<file path="src/rtl/program_loader.sv">
// program_loader: takes opcode/operand pairs from a valid/ready stream, encodes each as
// {operand[12:0], opcode[2:0]}, buffers them in a small skid FIFO and writes them in order
// into program memory, holding the core in reset (cpu_rst low) until the program is loaded.
// Optional build macro LOADER_CHECKSUM_EN adds a 16-bit XOR checksum of the words written.
module program_loader #(
  parameter int unsigned DEPTH    = 4,
  parameter int unsigned PROG_LEN = 32,
  parameter int unsigned AW       = 5
) (
  input  logic          clk,
  input  logic          rst,
  input  logic          start,
  input  logic          in_valid,
  output logic          in_ready,
  input  logic          in_last,
  input  logic [2:0]    in_opcode,
  input  logic [12:0]   in_operand,
  input  logic          mem_busy,
  output logic          mem_wr,
  output logic [AW-1:0] mem_addr,
  output logic [15:0]   mem_wdata,
  output logic          cpu_rst,
  output logic          done,
  output logic [AW:0]   word_count,
`ifdef LOADER_CHECKSUM_EN
  output logic [15:0]   checksum,
`endif
  output logic          overflow
);

  localparam int unsigned PW  = (DEPTH > 1) ? $clog2(DEPTH) : 1;
  localparam int unsigned CW  = PW + 1;
  localparam int unsigned WCW = AW + 1;

  localparam logic [CW-1:0]  FifoFull = CW'(DEPTH);
  localparam logic [WCW-1:0] ProgLen  = WCW'(PROG_LEN);
  localparam logic [WCW-1:0] LastIdx  = WCW'(PROG_LEN - 1);
  localparam logic [AW-1:0]  AddrLast = AW'(PROG_LEN - 1);

  typedef enum logic [1:0] {StIdle, StLoad, StDrain, StDone} state_e;

  state_e          state_q, state_d;
  logic [15:0]     fifo_q [DEPTH];
  logic [15:0]     fifo_d [DEPTH];
  logic [PW-1:0]   wr_ptr_q, wr_ptr_d;
  logic [PW-1:0]   rd_ptr_q, rd_ptr_d;
  logic [CW-1:0]   count_q, count_d;
  logic [AW:0]     accepted_q, accepted_d;
  logic            mem_wr_q, mem_wr_d;
  logic [15:0]     mem_wdata_q, mem_wdata_d;
  logic [AW-1:0]   addr_q, addr_d;
  logic [AW:0]     word_count_q, word_count_d;
  logic            overflow_q, overflow_d;
  logic            done_q, done_d;
  logic            cpu_rst_q, cpu_rst_d;
`ifdef LOADER_CHECKSUM_EN
  logic [15:0]     checksum_q, checksum_d;
`endif

  logic            fifo_full;
  logic            fifo_empty;
  logic            in_ready_c;
  logic            push;
  logic            pop;
  logic [15:0]     in_word;
  logic            go_load;

  // Handshake and FIFO status, derived from registered state only.
  always_comb begin
    fifo_full  = (count_q == FifoFull);
    fifo_empty = (count_q == '0);
    in_ready_c = (state_q == StLoad) && !fifo_full && (accepted_q < ProgLen);
    push       = in_valid && in_ready_c;
    pop        = ((state_q == StLoad) || (state_q == StDrain)) && !fifo_empty && !mem_busy;
    in_word    = {in_operand, in_opcode};
    go_load    = start && ((state_q == StIdle) || (state_q == StDone));
  end

  // Next-state logic: FIFO, write side, session counters and control FSM.
  always_comb begin
    state_d      = state_q;
    fifo_d       = fifo_q;
    wr_ptr_d     = wr_ptr_q;
    rd_ptr_d     = rd_ptr_q;
    count_d      = count_q;
    accepted_d   = accepted_q;
    mem_wr_d     = pop;
    mem_wdata_d  = mem_wdata_q;
    addr_d       = addr_q;
    word_count_d = word_count_q;
    overflow_d   = overflow_q;
    done_d       = done_q;
    cpu_rst_d    = cpu_rst_q;
`ifdef LOADER_CHECKSUM_EN
    checksum_d   = checksum_q;
`endif

    if (push) begin
      fifo_d[wr_ptr_q] = in_word;
      wr_ptr_d         = wr_ptr_q + 1'b1;
      accepted_d       = accepted_q + 1'b1;
    end

    // The popped word is registered and strobed on the following cycle.
    if (pop) begin
      mem_wdata_d = fifo_q[rd_ptr_q];
      rd_ptr_d    = rd_ptr_q + 1'b1;
    end

    case ({push, pop})
      2'b10:   count_d = count_q + 1'b1;
      2'b01:   count_d = count_q - 1'b1;
      default: count_d = count_q;
    endcase

    // Address and count advance once the strobe for the current word has gone out.
    if (mem_wr_q) begin
      addr_d       = (addr_q == AddrLast) ? '0 : addr_q + 1'b1;
      word_count_d = word_count_q + 1'b1;
`ifdef LOADER_CHECKSUM_EN
      checksum_d   = checksum_q ^ mem_wdata_q;
`endif
    end

    case (state_q)
      StLoad: begin
        if (push && (in_last || (accepted_q == LastIdx))) begin
          state_d = StDrain;
          if (!in_last) begin
            overflow_d = 1'b1;
          end
        end
      end
      StDrain: begin
        if (fifo_empty && !mem_wr_q) begin
          state_d   = StDone;
          done_d    = 1'b1;
          cpu_rst_d = 1'b1;
        end
      end
      default: ;
    endcase

    if (go_load) begin
      state_d      = StLoad;
      accepted_d   = '0;
      addr_d       = '0;
      word_count_d = '0;
      overflow_d   = 1'b0;
      done_d       = 1'b0;
      cpu_rst_d    = 1'b0;
`ifdef LOADER_CHECKSUM_EN
      checksum_d   = '0;
`endif
    end
  end

  // State registers with synchronous active-low reset; a reset mid-session abandons it.
  always_ff @(posedge clk) begin
    if (!rst) begin
      state_q      <= StIdle;
      for (int i = 0; i < int'(DEPTH); i++) begin
        fifo_q[i] <= '0;
      end
      wr_ptr_q     <= '0;
      rd_ptr_q     <= '0;
      count_q      <= '0;
      accepted_q   <= '0;
      mem_wr_q     <= 1'b0;
      mem_wdata_q  <= '0;
      addr_q       <= '0;
      word_count_q <= '0;
      overflow_q   <= 1'b0;
      done_q       <= 1'b0;
      cpu_rst_q    <= 1'b0;
`ifdef LOADER_CHECKSUM_EN
      checksum_q   <= '0;
`endif
    end else begin
      state_q      <= state_d;
      fifo_q       <= fifo_d;
      wr_ptr_q     <= wr_ptr_d;
      rd_ptr_q     <= rd_ptr_d;
      count_q      <= count_d;
      accepted_q   <= accepted_d;
      mem_wr_q     <= mem_wr_d;
      mem_wdata_q  <= mem_wdata_d;
      addr_q       <= addr_d;
      word_count_q <= word_count_d;
      overflow_q   <= overflow_d;
      done_q       <= done_d;
      cpu_rst_q    <= cpu_rst_d;
`ifdef LOADER_CHECKSUM_EN
      checksum_q   <= checksum_d;
`endif
    end
  end

  // Output drive.
  always_comb begin
    in_ready   = in_ready_c;
    mem_wr     = mem_wr_q;
    mem_addr   = addr_q;
    mem_wdata  = mem_wdata_q;
    cpu_rst    = cpu_rst_q;
    done       = done_q;
    word_count = word_count_q;
    overflow   = overflow_q;
`ifdef LOADER_CHECKSUM_EN
    checksum   = checksum_q;
`endif
  end

endmodule

</file>
<file path="config.mk">
export PLATFORM = sky130hd
export DESIGN_NAME = program_loader
export DESIGN_NICKNAME = d
export VERILOG_FILES = /design/src/rtl/program_loader.sv
export SDC_FILE = /design/constraint.sdc
export NUM_CORES = 1
export LEC_CHECK = 0
export CAP_MARGIN = 20
export CORE_MARGIN = 4
export CORE_UTILIZATION = 53
export CTS_BUF_LIST = sky130_fd_sc_hd__clkbuf_8
export DETAILED_ROUTE_END_ITERATION = 8
export GPL_TIMING_DRIVEN = 1
export PLACE_DENSITY = 0.79
export SETUP_SLACK_MARGIN = 0.1
export SYNTH_ARGS = -nofsm -noshare
export SYNTH_HDL_FRONTEND = slang
export SYNTH_SLANG_ARGS = --single-unit
</file>
<file path="constraint.sdc">
create_clock -name clk -period 2.6 [get_ports clk]
set_clock_uncertainty 0.2 [all_clocks]
set_input_delay 0.78 -clock clk [delete_from_list [all_inputs] [get_ports clk]]
set_output_delay 0.78 -clock clk [all_outputs]
set_load 0.01 [all_outputs]
</file>
== After elaboration in Yosys (flattened, before gate mapping) ==
Cells that the tools add are included.
Operators by class
  shift operators: 0
  bitwise gates (word level): 4
  magnitude comparators: 4
  reduce and logical (&&, ||, !) cells: 26
  div/mod/pow operators: 0
  equality and inequality tests: 12
  multipliers: 0
  add/sub/neg operators: 7
  mux-type cells: 12
Operators by type and width (count)
  $bwmux W64: 1
  $mux W16: 3
  $bmux W16 S2: 1
  $demux W16 S2: 1
  $add A6 B1 Y6 const B: 2
  $logic_and A1 B1 Y1: 9
  $reduce_and A3 Y1: 3
  $eq A2 B2 Y1 const B: 3
  $eq A6 B5 Y1 const B: 1
  $ge A3 B3 Y1 const B: 2
  $lt A6 B6 Y1 const B: 1
  $ne A3 B2 Y1 const B: 2
  $not A2 Y3: 2
  $pmux W3 S2: 1
  $add A5 B1 Y5 const B: 1
  $eq A5 B5 Y1 const B: 1
  $mux W5: 1
  $add A2 B1 Y2 const B: 2
  $eq A2 B1 Y1 const B: 2
  $logic_not A1 Y1: 4
  $mux W2: 2
  $ne A2 B1 Y1 const B: 2
  $pmux W2 S2: 1
  $reduce_bool A2 Y1: 2
  other kinds (12): 15
Word-level totals
  output and inout bits: 32
  memories kept: 0
  register bits: 109
  bits of input ports: 22
  bits in latches: 0
  ROM bits: 0
  word-level logic and storage cells: 81
  bits in writable memories: 0

== Logic depth before layout (Yosys ltp) ==
Gate-level depths: netlist of the first run.
  depth after elaboration: 9
  gate-level depth with buffers: 12
  gate-level depth less buffers: 10

== Least setup slack after synthesis of the first run ==
OpenSTA, ideal clock, no wires.
  path type: input-to-reg
  from: in in_valid
  to: reg count_q[2]
  setup slack: -210 ps
  stages: 10
  setup time: 76 ps
  path buffers: 2
  arrival: 2534 ps
  required time: 2324 ps
  cells stage by stage: and3b_1 clkbuf_2 and2_4 buf_6 inv_1 ha_1 fa_1 xnor2_1 or3_1 a21boi_0
On the way
  cells in the longest elaborated chain, start to end: 3
  elaborated cells between the ends (all ways): 5
  classes of those cells: 2 x eq/ne; 1 x mux; 2 x reduce/logical
Ends and longest elaborated chain
  start: declaration: line 13  | input logic in_valid,
  $logic_and A1 B1 Y1 *: line 73  | push = in_valid && in_ready_c;
  $eq A2 B1 Y1 / $eq A2 B2 Y1 (equally long branches): line 110  | case ({push, pop})
  $pmux W3 S2 / $reduce_bool A2 Y1 (equally long branches)
  end signal: assignment: line 184  | count_q <= count_d;
  end: declaration: line 47  | logic [CW-1:0] count_q, count_d;
Every way passes the cells marked *; elsewhere a longest branch is shown, timed or not.
A chain may end at the register's enable or synchronous reset.

== Worst setup path after layout of the first run ==
  from: reg count_q[2]
  to: out in_ready
On the way
  cells in the longest elaborated chain, start to end: 4
Ends and longest elaborated chain
  $eq A3 B3 Y1: line 70  | fifo_full = (count_q == FifoFull);
  $logic_not A1 Y1: line 72  | in_ready_c = (state_q == StLoad) && !fifo_full && (accepted_q < ProgLen);
  $logic_and A1 B1 Y1 (2 in series): line 72
  end: declaration: line 14  | output logic in_ready,
No other way between the ends.

==> results of run 1 <==
area by class of cell:
cell class	instances	area, um2
repair buffers	86	816
fillers	727	2940
inverters	8	32.5
clock buffers	10	138
well taps	108	135
flip-flops and latches	109	2200
clock inverters	6	45.0
multi-input cells	373	2500
how the worst min path moves through the flow:
stage             startpoint             to  depth (start not counted)  slack [ns]
6_report       mem_wdata[15]  mem_wdata[15]                          2        0.26
5_1_grt           fifo_q[35]     fifo_q[35]                          2        0.28
2_1_floorplan     fifo_q[43]     fifo_q[43]                          2        0.23
3_3_place_gp      fifo_q[62]     fifo_q[62]                          2        0.24
3_5_place_dp   mem_wdata[15]  mem_wdata[15]                          2        0.25
4_1_cts        mem_wdata[15]  mem_wdata[15]                          2        0.26
power groups by stage:
stage	logic [mW]	registers, mW	clock network, mW
6_report	1.00	1.83	0.968
5_1_grt	1.10	1.84	1.07
4_1_cts	0.957	1.81	0.992
3_5_place_dp	0.915	1.85	0
3_3_place_gp	0.894	1.85	0
2_1_floorplan	0.651	1.84	0
stage by stage:
step,hold WS (ns),utilization (%),setup TNS [ns]
floorplan,0.232,-,-0.0637
global placement,0.237,63.5,-8.30
detailed placement,0.246,63.5,-11.25
CTS,0.261,66.2,0
global route,0.283,66.6,0
finish,0.259,66.6,0
layout by cell type, fill, tap and decap left out, drive strengths merged, types with 2 or more instances in the layout:
master	count
and3	5
and2	5
xor2	6
clkdlybuf4s50	49
mux4	16
inv	11
ha	12
nand3	72
a21boi	82
nor2	18
nor3	4
xnor2	7
o21ai	4
clkbuf	10
dlygate4sd2	2
mux2i	3
buf	35
a21oi	10
nand4	3
or3	3
clkinvlp	2
dfxtp	109
nand2	107
what timing repair did:
item | in CTS | in global routing
gates resized for setup | 11 | 11
setup endpoints to repair | 2 | 2
setup buffers | 5 | 0
gates cloned | 0 | 0
pin swaps | 7 | 1
routing by layer:
layer / vias up / track usage (%)
li1: 1938 / -
met1: 1897 / 28.0
met2: 137 / 34.7
met3: 11 / 6.34
met4: 0 / 5.41
met5: - / 0
sequential cells by signal (all words and copies together), names as in the netlist:
| register | count |
|---|---|
| accepted_q | 6 |
| count_q | 3 |
| cpu_rst | 1 |
| fifo_q | 64 |
| mem_addr | 5 |
| mem_wdata | 16 |
| mem_wr | 1 |
| overflow | 1 |
| rd_ptr_q | 2 |
| state_q | 2 |
| word_count | 6 |
| wr_ptr_q | 2 |
logic make-up (layout without fill, tap and decap cells):
family          after synthesis  in the layout  share of synthesized area [%]
mux                          19             19                           8.03
xor+xnor                     13             13                           2.34
flops                       109            109                           44.9
simple gates                225            225                           20.8
compound gates              103            103                           15.5
fa+ha+maj                    13             13                           3.50
buf+inv                      50            110                           4.91
worst max-delay path, stage by stage, from the launching register on:
cell,delay [ns]
sky130_fd_sc_hd__dfxtp_4,0.38
sky130_fd_sc_hd__or3b_4,0.38
sky130_fd_sc_hd__nor3b_2,0.16
sky130_fd_sc_hd__buf_2,0.14
==> Flow_metrics.wiki, run 1 <==
{| class="wikitable"
! Metric !! Value
|-
| Number of global-route vias before repair || 3989
|-
| Top cells by count, synth || 109 x sky130_fd_sc_hd__dfxtp_1, 107 x sky130_fd_sc_hd__nand2_1, 75 x sky130_fd_sc_hd__a21boi_0
|-
| Sort of element at the end of the critical path || output pin
|-
| Upper clock frequency limit || 0.417 GHz
|-
| Arrival @ worst endpoint || 1.42 ns
|-
| Flop and latch count out of synthesis || 109
|-
| Number of enable-type register cells in the synthesized netlist || 0
|-
| Initial core utilization || 55.2%
|-
| Number of sinks on the clock net || 109
|-
| Crit Path Max Fanout || 6
|-
| Overflow left after global routing || 0
|-
| Diode insertion count for antenna repair || 0
|-
| Endpoint of the most critical setup path || in_ready
|-
| Top cell type's share of synthesized area || 44.9%
|-
| Main flop type after synthesis || sky130_fd_sc_hd__dfxtp_1
|-
| Part of the power in the clock network || 25.5%
|-
| Switching power of the nets || 1.22 mW
|-
| Register-to-Register Path Depth || 10
|-
| Reg2reg setup slack || 0.21 ns
|-
| Dpl hpwl || 7360 um
|-
| Count of max-cap constraint violations || 0
|-
| Leading cell types by total area after synthesis || sky130_fd_sc_hd__dfxtp_1 45%, sky130_fd_sc_hd__a21boi_0 12%, sky130_fd_sc_hd__nand2_1 8.3%
|-
| Die area || 0.0108 mm2
|-
| Worst-margin pin slew || 0.752 ns
|-
| Share of cells above drive strength 1 || 14.5%
|-
| Final Net Count || 622
|-
| Vias per std cell || 5.69
|-
| Met1 wire length || 4790 um
|-
| Hold crit path type || reg -> reg
|-
| Post-synthesis area per instance || 9.14 um2
|-
| Reg-to-reg critical path startpoint || state_q[0]
|-
| CTS clock-pin slew for the worst setup and hold paths || 0.10 ns
|-
| DR vias || 3983
|-
| Library cell with the highest instance count after synthesis || sky130_fd_sc_hd__dfxtp_1
|-
| Gate Count Post-Synth || 532
|-
| Combined area of all synthesized cells || 0.00486 mm2
|-
| FF-to-FF End || count_q[2]
|-
| GRT Util Overall || 21.4%
|-
| Cell Pwr Density || 647 mW/mm2
|-
| Switching power as a share of total power || 32.1%
|-
| Maximum level of the CTS H-tree || 3
|-
| Number of DRC violations after detailed routing || 0
|-
| Dominant cell type by area after synthesis || sky130_fd_sc_hd__dfxtp_1
|-
| Worst setup margin || 0.203 ns
|-
| Maximum number of pins on one net before global-route repair || 74
|-
| Setup Viol. Count Final || 0
|-
| Post-synthesis to final-layout area growth || 20.6%
|-
| Count of antenna-violating nets left after detailed routing || 0
|-
| Placed Instance Area || 0.00560 mm2
|-
| Area of the core region || 0.00881 mm2
|-
| Standard-cell rows || 34
|-
| Horizontal die dimension || 104 um
|-
| Number of clock buffers inserted by TritonCTS || 9
|-
| Power Internal || 2.58 mW
|-
| Latest clock arrival within the worst-skew pair || 0.38 ns
|-
| Wire length of the first global-routing pass || 19000 um
|-
| Total power || 3.79 mW
|-
| CTS tree || done
|-
| Sequential element share of the synthesized area || 44.9%
|-
| Distinct cell type count of the synthesized netlist || 43
|-
| Combinational power share || 26.4%
|-
| Hold-fix buffer count after cts || 0
|-
| Number of nets produced by synthesis || 567
|-
| TritonRoute pass-1 iters || 5
|-
| Power share of the sequential group || 48.1%
|-
| Number of top-level design ports || 54
|-
| Routed wire length on met2 || 5520 um
|-
| Top sig layer || met4
|-
| Routed met3 length || 765 um
|-
| Type of element launching the critical path || register
|-
| Status || finished, final reports clean
|-
| Number of cells after detailed placement || 679
|-
| Share of synthesized flip-flops with an asynchronous set or reset || 0%
|-
| Worst Setup Path Type || reg -> out
|-
| RSZ-0062 raised after global routing || no
|-
| Post-route fraction of the period consumed by the critical path || 92.2%
|-
| Initial DRC count || 303
|-
| Final routed wirelength across all metal layers || 11200 um
|-
| Initial antenna violation count || 0
|-
| Final Hold Violating Endpoints || 0
|-
| Wire length per cell after detailed routing || 16.0 um
|-
| Count of port buffers added during placement || 53
|-
| Slew Limit Fails || 0
|-
| Clock root buffer || sky130_fd_sc_hd__clkbuf_8
|-
| Maximum vdd drop || 0.550 mV
|-
| Final critical-path required period || 2.40 ns
|-
| Die H || 104 um
|-
| Required time of the critical path || 1.62 ns
|-
| Number of warnings printed during yosys synthesis || 0
|-
| Worst slack after detailed placement || -0.344 ns
|-
| Area of all placed cells without fillers || 0.00586 mm2
|-
| Leak pwr || 2.00 nW
|-
| Relative max-transition margin || 49.8%
|-
| Startpoint of the most critical setup path || count_q[2]
|-
| Bufs on Longest Clock Path || 2
|-
| Routability Congestion || 0.793
|-
| Final Instance Count excl. Fillers || 700
|}
Note: power is estimated with default switching activity, not from simulation.
==> inputs of run 2 (changes only) <==
--- a/config.mk
+++ b/config.mk
@@ -9,7 +9,8 @@
 export CORE_MARGIN = 4
-export CORE_UTILIZATION = 53
+export CORE_UTILIZATION = 55
 export CTS_BUF_LIST = sky130_fd_sc_hd__clkbuf_8
 export DETAILED_ROUTE_END_ITERATION = 8
+export DONT_BUFFER_PORTS = 1
 export GPL_TIMING_DRIVEN = 1
-export PLACE_DENSITY = 0.79
+export PLACE_DENSITY = 0.73
 export SETUP_SLACK_MARGIN = 0.1
--- a/constraint.sdc
+++ b/constraint.sdc
@@ -4,2 +4,2 @@
 set_output_delay 0.78 -clock clk [all_outputs]
-set_load 0.01 [all_outputs]
+set_load 0.05 [all_outputs]
==> run 2 against run 1 <==
Sequential power about the same. Cell count shrank 9.6%. Routed wire length down 5.6%. Sequential share of layout area is 4.7 points higher. Largest power group unchanged. Utilization shrank 6.8 points.
==> Flow_metrics.wiki, run 2 (synthesis results as in run 1) <==
{| class="wikitable"
! Metric !! Value
|-
| Vias per std cell || 5.76
|-
| Final Hold Violating Endpoints || 0
|-
| Leading cell type in the layout, fill and taps excluded || sky130_fd_sc_hd__nand2_1
|-
| Sequential Area || 0.00219 mm2
|-
| Type of element launching the critical path || register
|-
| Number of top-level design ports || 54
|-
| Total power || 3.65 mW
|-
| Die H || 102 um
|-
| Share of cells above drive strength 1 || 12.8%
|-
| Initial DRC count || 227
|-
| Dpl hpwl || 6790 um
|-
| Leak pwr || 1.72 nW
|-
| Wire length of the first global-routing pass || 17600 um
|-
| Post-synthesis to final-layout area growth || 6.61%
|-
| DR vias || 3647
|-
| Initial antenna violation count || 0
|-
| Area of the core region || 0.00868 mm2
|-
| Wire length per cell after detailed routing || 16.7 um
|-
| Maximum vdd drop || 0.764 mV
|-
| Count of fill cells added during filler insertion || 772
|-
| Number of global-route vias before repair || 3672
|-
| GRT Util Overall || 21.5%
|-
| Required time of the critical path || 1.62 ns
|-
| Number of clock buffers inserted by TritonCTS || 9
|-
| Die area || 0.0104 mm2
|-
| Reg-to-reg critical path startpoint || state_q[0]
|-
| CTS clock-pin slew for the worst setup and hold paths || 0.10 ns
|-
| Bufs on Longest Clock Path || 2
|-
| Initial core utilization || 56.0%
|-
| Post-route fraction of the period consumed by the critical path || 93.6%
|-
| Standard-cell rows || 34
|-
| Hold crit path type || reg -> reg
|-
| Largest reg by FF count || fifo_q
|-
| Count of max-cap constraint violations || 0
|-
| Worst Setup Path Type || reg -> out
|-
| Clock root buffer || sky130_fd_sc_hd__clkbuf_8
|-
| Horizontal die dimension || 102 um
|-
| Multi-input logic area || 0.00247 mm2
|-
| Flip-flop count of the largest register, all copies and words added || 64
|-
| Upper clock frequency limit || 0.411 GHz
|-
| Relative max-transition margin || 50.3%
|-
| Cell Pwr Density || 704 mW/mm2
|-
| Number of DRC violations after detailed routing || 0
|-
| RSZ-0062 raised after global routing || no
|-
| Count of antenna-violating nets left after detailed routing || 0
|-
| Commonest cells after routing, fill and taps aside || 106 x sky130_fd_sc_hd__nand2_1, 105 x sky130_fd_sc_hd__dfxtp_1, 74 x sky130_fd_sc_hd__a21boi_0
|-
| CTS tree || done
|-
| Hold-fix buffer count after cts || 0
|-
| Final critical-path required period || 2.43 ns
|-
| Count of port buffers added during placement || 0
|-
| Crit Path Max Fanout || 6
|-
| Routability Congestion || 0.748
|-
| Minimum hold slack || 0.258 ns
|-
| Overflow left after global routing || 0
|-
| Sort of element at the end of the critical path || output pin
|-
| Setup total negative slack || 0 ns
|-
| Start point of the worst hold path || fifo_q[29]
|-
| Setup Viol. Count Final || 0
|-
| Arrival @ worst endpoint || 1.45 ns
|-
| Number of sinks on the clock net || 109
|-
| Latest clock arrival within the worst-skew pair || 0.36 ns
|-
| Slew Limit Fails || 0
|-
| Startpoint of the most critical setup path || count_q[1]
|-
| Maximum level of the CTS H-tree || 3
|-
| Final routed wirelength across all metal layers || 10600 um
|-
| Diode insertion count for antenna repair || 0
|-
| Status || finished, final reports clean
|-
| Final Net Count || 556
|-
| TritonRoute pass-1 iters || 5
|-
| Worst-margin pin slew || 0.746 ns
|-
| Maximum number of pins on one net before global-route repair || 91
|}
==> run 2: timing repair <==
| item | in CTS | in global routing |
|---|---|---|
| buffers inserted | 1 | 0 |
| gates cloned | 0 | 0 |
| resized for setup | 3 | 5 |
| endpoints found under the setup margin | 1 | 1 |
| pin swaps | 1 | 1 |
==> run 2: worst paths after layout <==
check                             endpoint  slack (ns)  depth (start not counted)
worst max-delay path              in_ready        0.17                          3
worst min-delay path            fifo_q[29]        0.26                          2
worst max register to register  count_q[2]        0.20                         10
worst min register to register  fifo_q[29]        0.26                          2
==> run 2: per-layer routing <==
metal | global-route usage (%) | wire [um]
met5 | 0 | 0
met1 | 26.7 | 4490
met3 | 4.44 | 757
met4 | 7.37 | 140
met2 | 37.3 | 5200
==> run 2: per-stage QoR <==
| stage | util [%] | worst slack (ns) | cell area, um2 | std cells |
|---|---|---|---|---|
| final | 59.7 | 0.165 | 5180 | 633 |
| after CTS | 59.6 | 0.102 | 5180 | 633 |
| after detailed placement | 57.4 | 0.0800 | 4980 | 617 |
| after floorplan | - | -0.0637 | 4900 | 532 |
| after global placement | 57.4 | 0.146 | 4980 | 617 |
| after global routing | 59.7 | 0.0869 | 5180 | 633 |
==> run 2: power breakdown <==
group / internal [mW] / total (mW) / switching [mW] / leakage (nW)
logic: 0.325 / 0.867 / 0.542 / 0.746
clock network: 0.382 / 0.953 / 0.571 / 0.0933
registers: 1.76 / 1.83 / 0.0753 / 0.881
total: 2.46 / 3.65 / 1.19 / 1.72
==> run 2: critical path, stage by stage (launching register included) <==
cell and delay, ns:
sky130_fd_sc_hd__dfxtp_2 0.36, sky130_fd_sc_hd__or3b_4 0.40, sky130_fd_sc_hd__nor3b_2 0.17, sky130_fd_sc_hd__buf_6 0.16
==> run 2: area by class of cell <==
cell class | count | area share, %
multi-input combinational | 373 | 47.6
sequential | 109 | 42.2
timing repair buffer | 20 | 3.45
clock buffer | 10 | 2.65
tap | 108 | 2.61
clock inverter | 5 | 0.845
inverter | 8 | 0.627
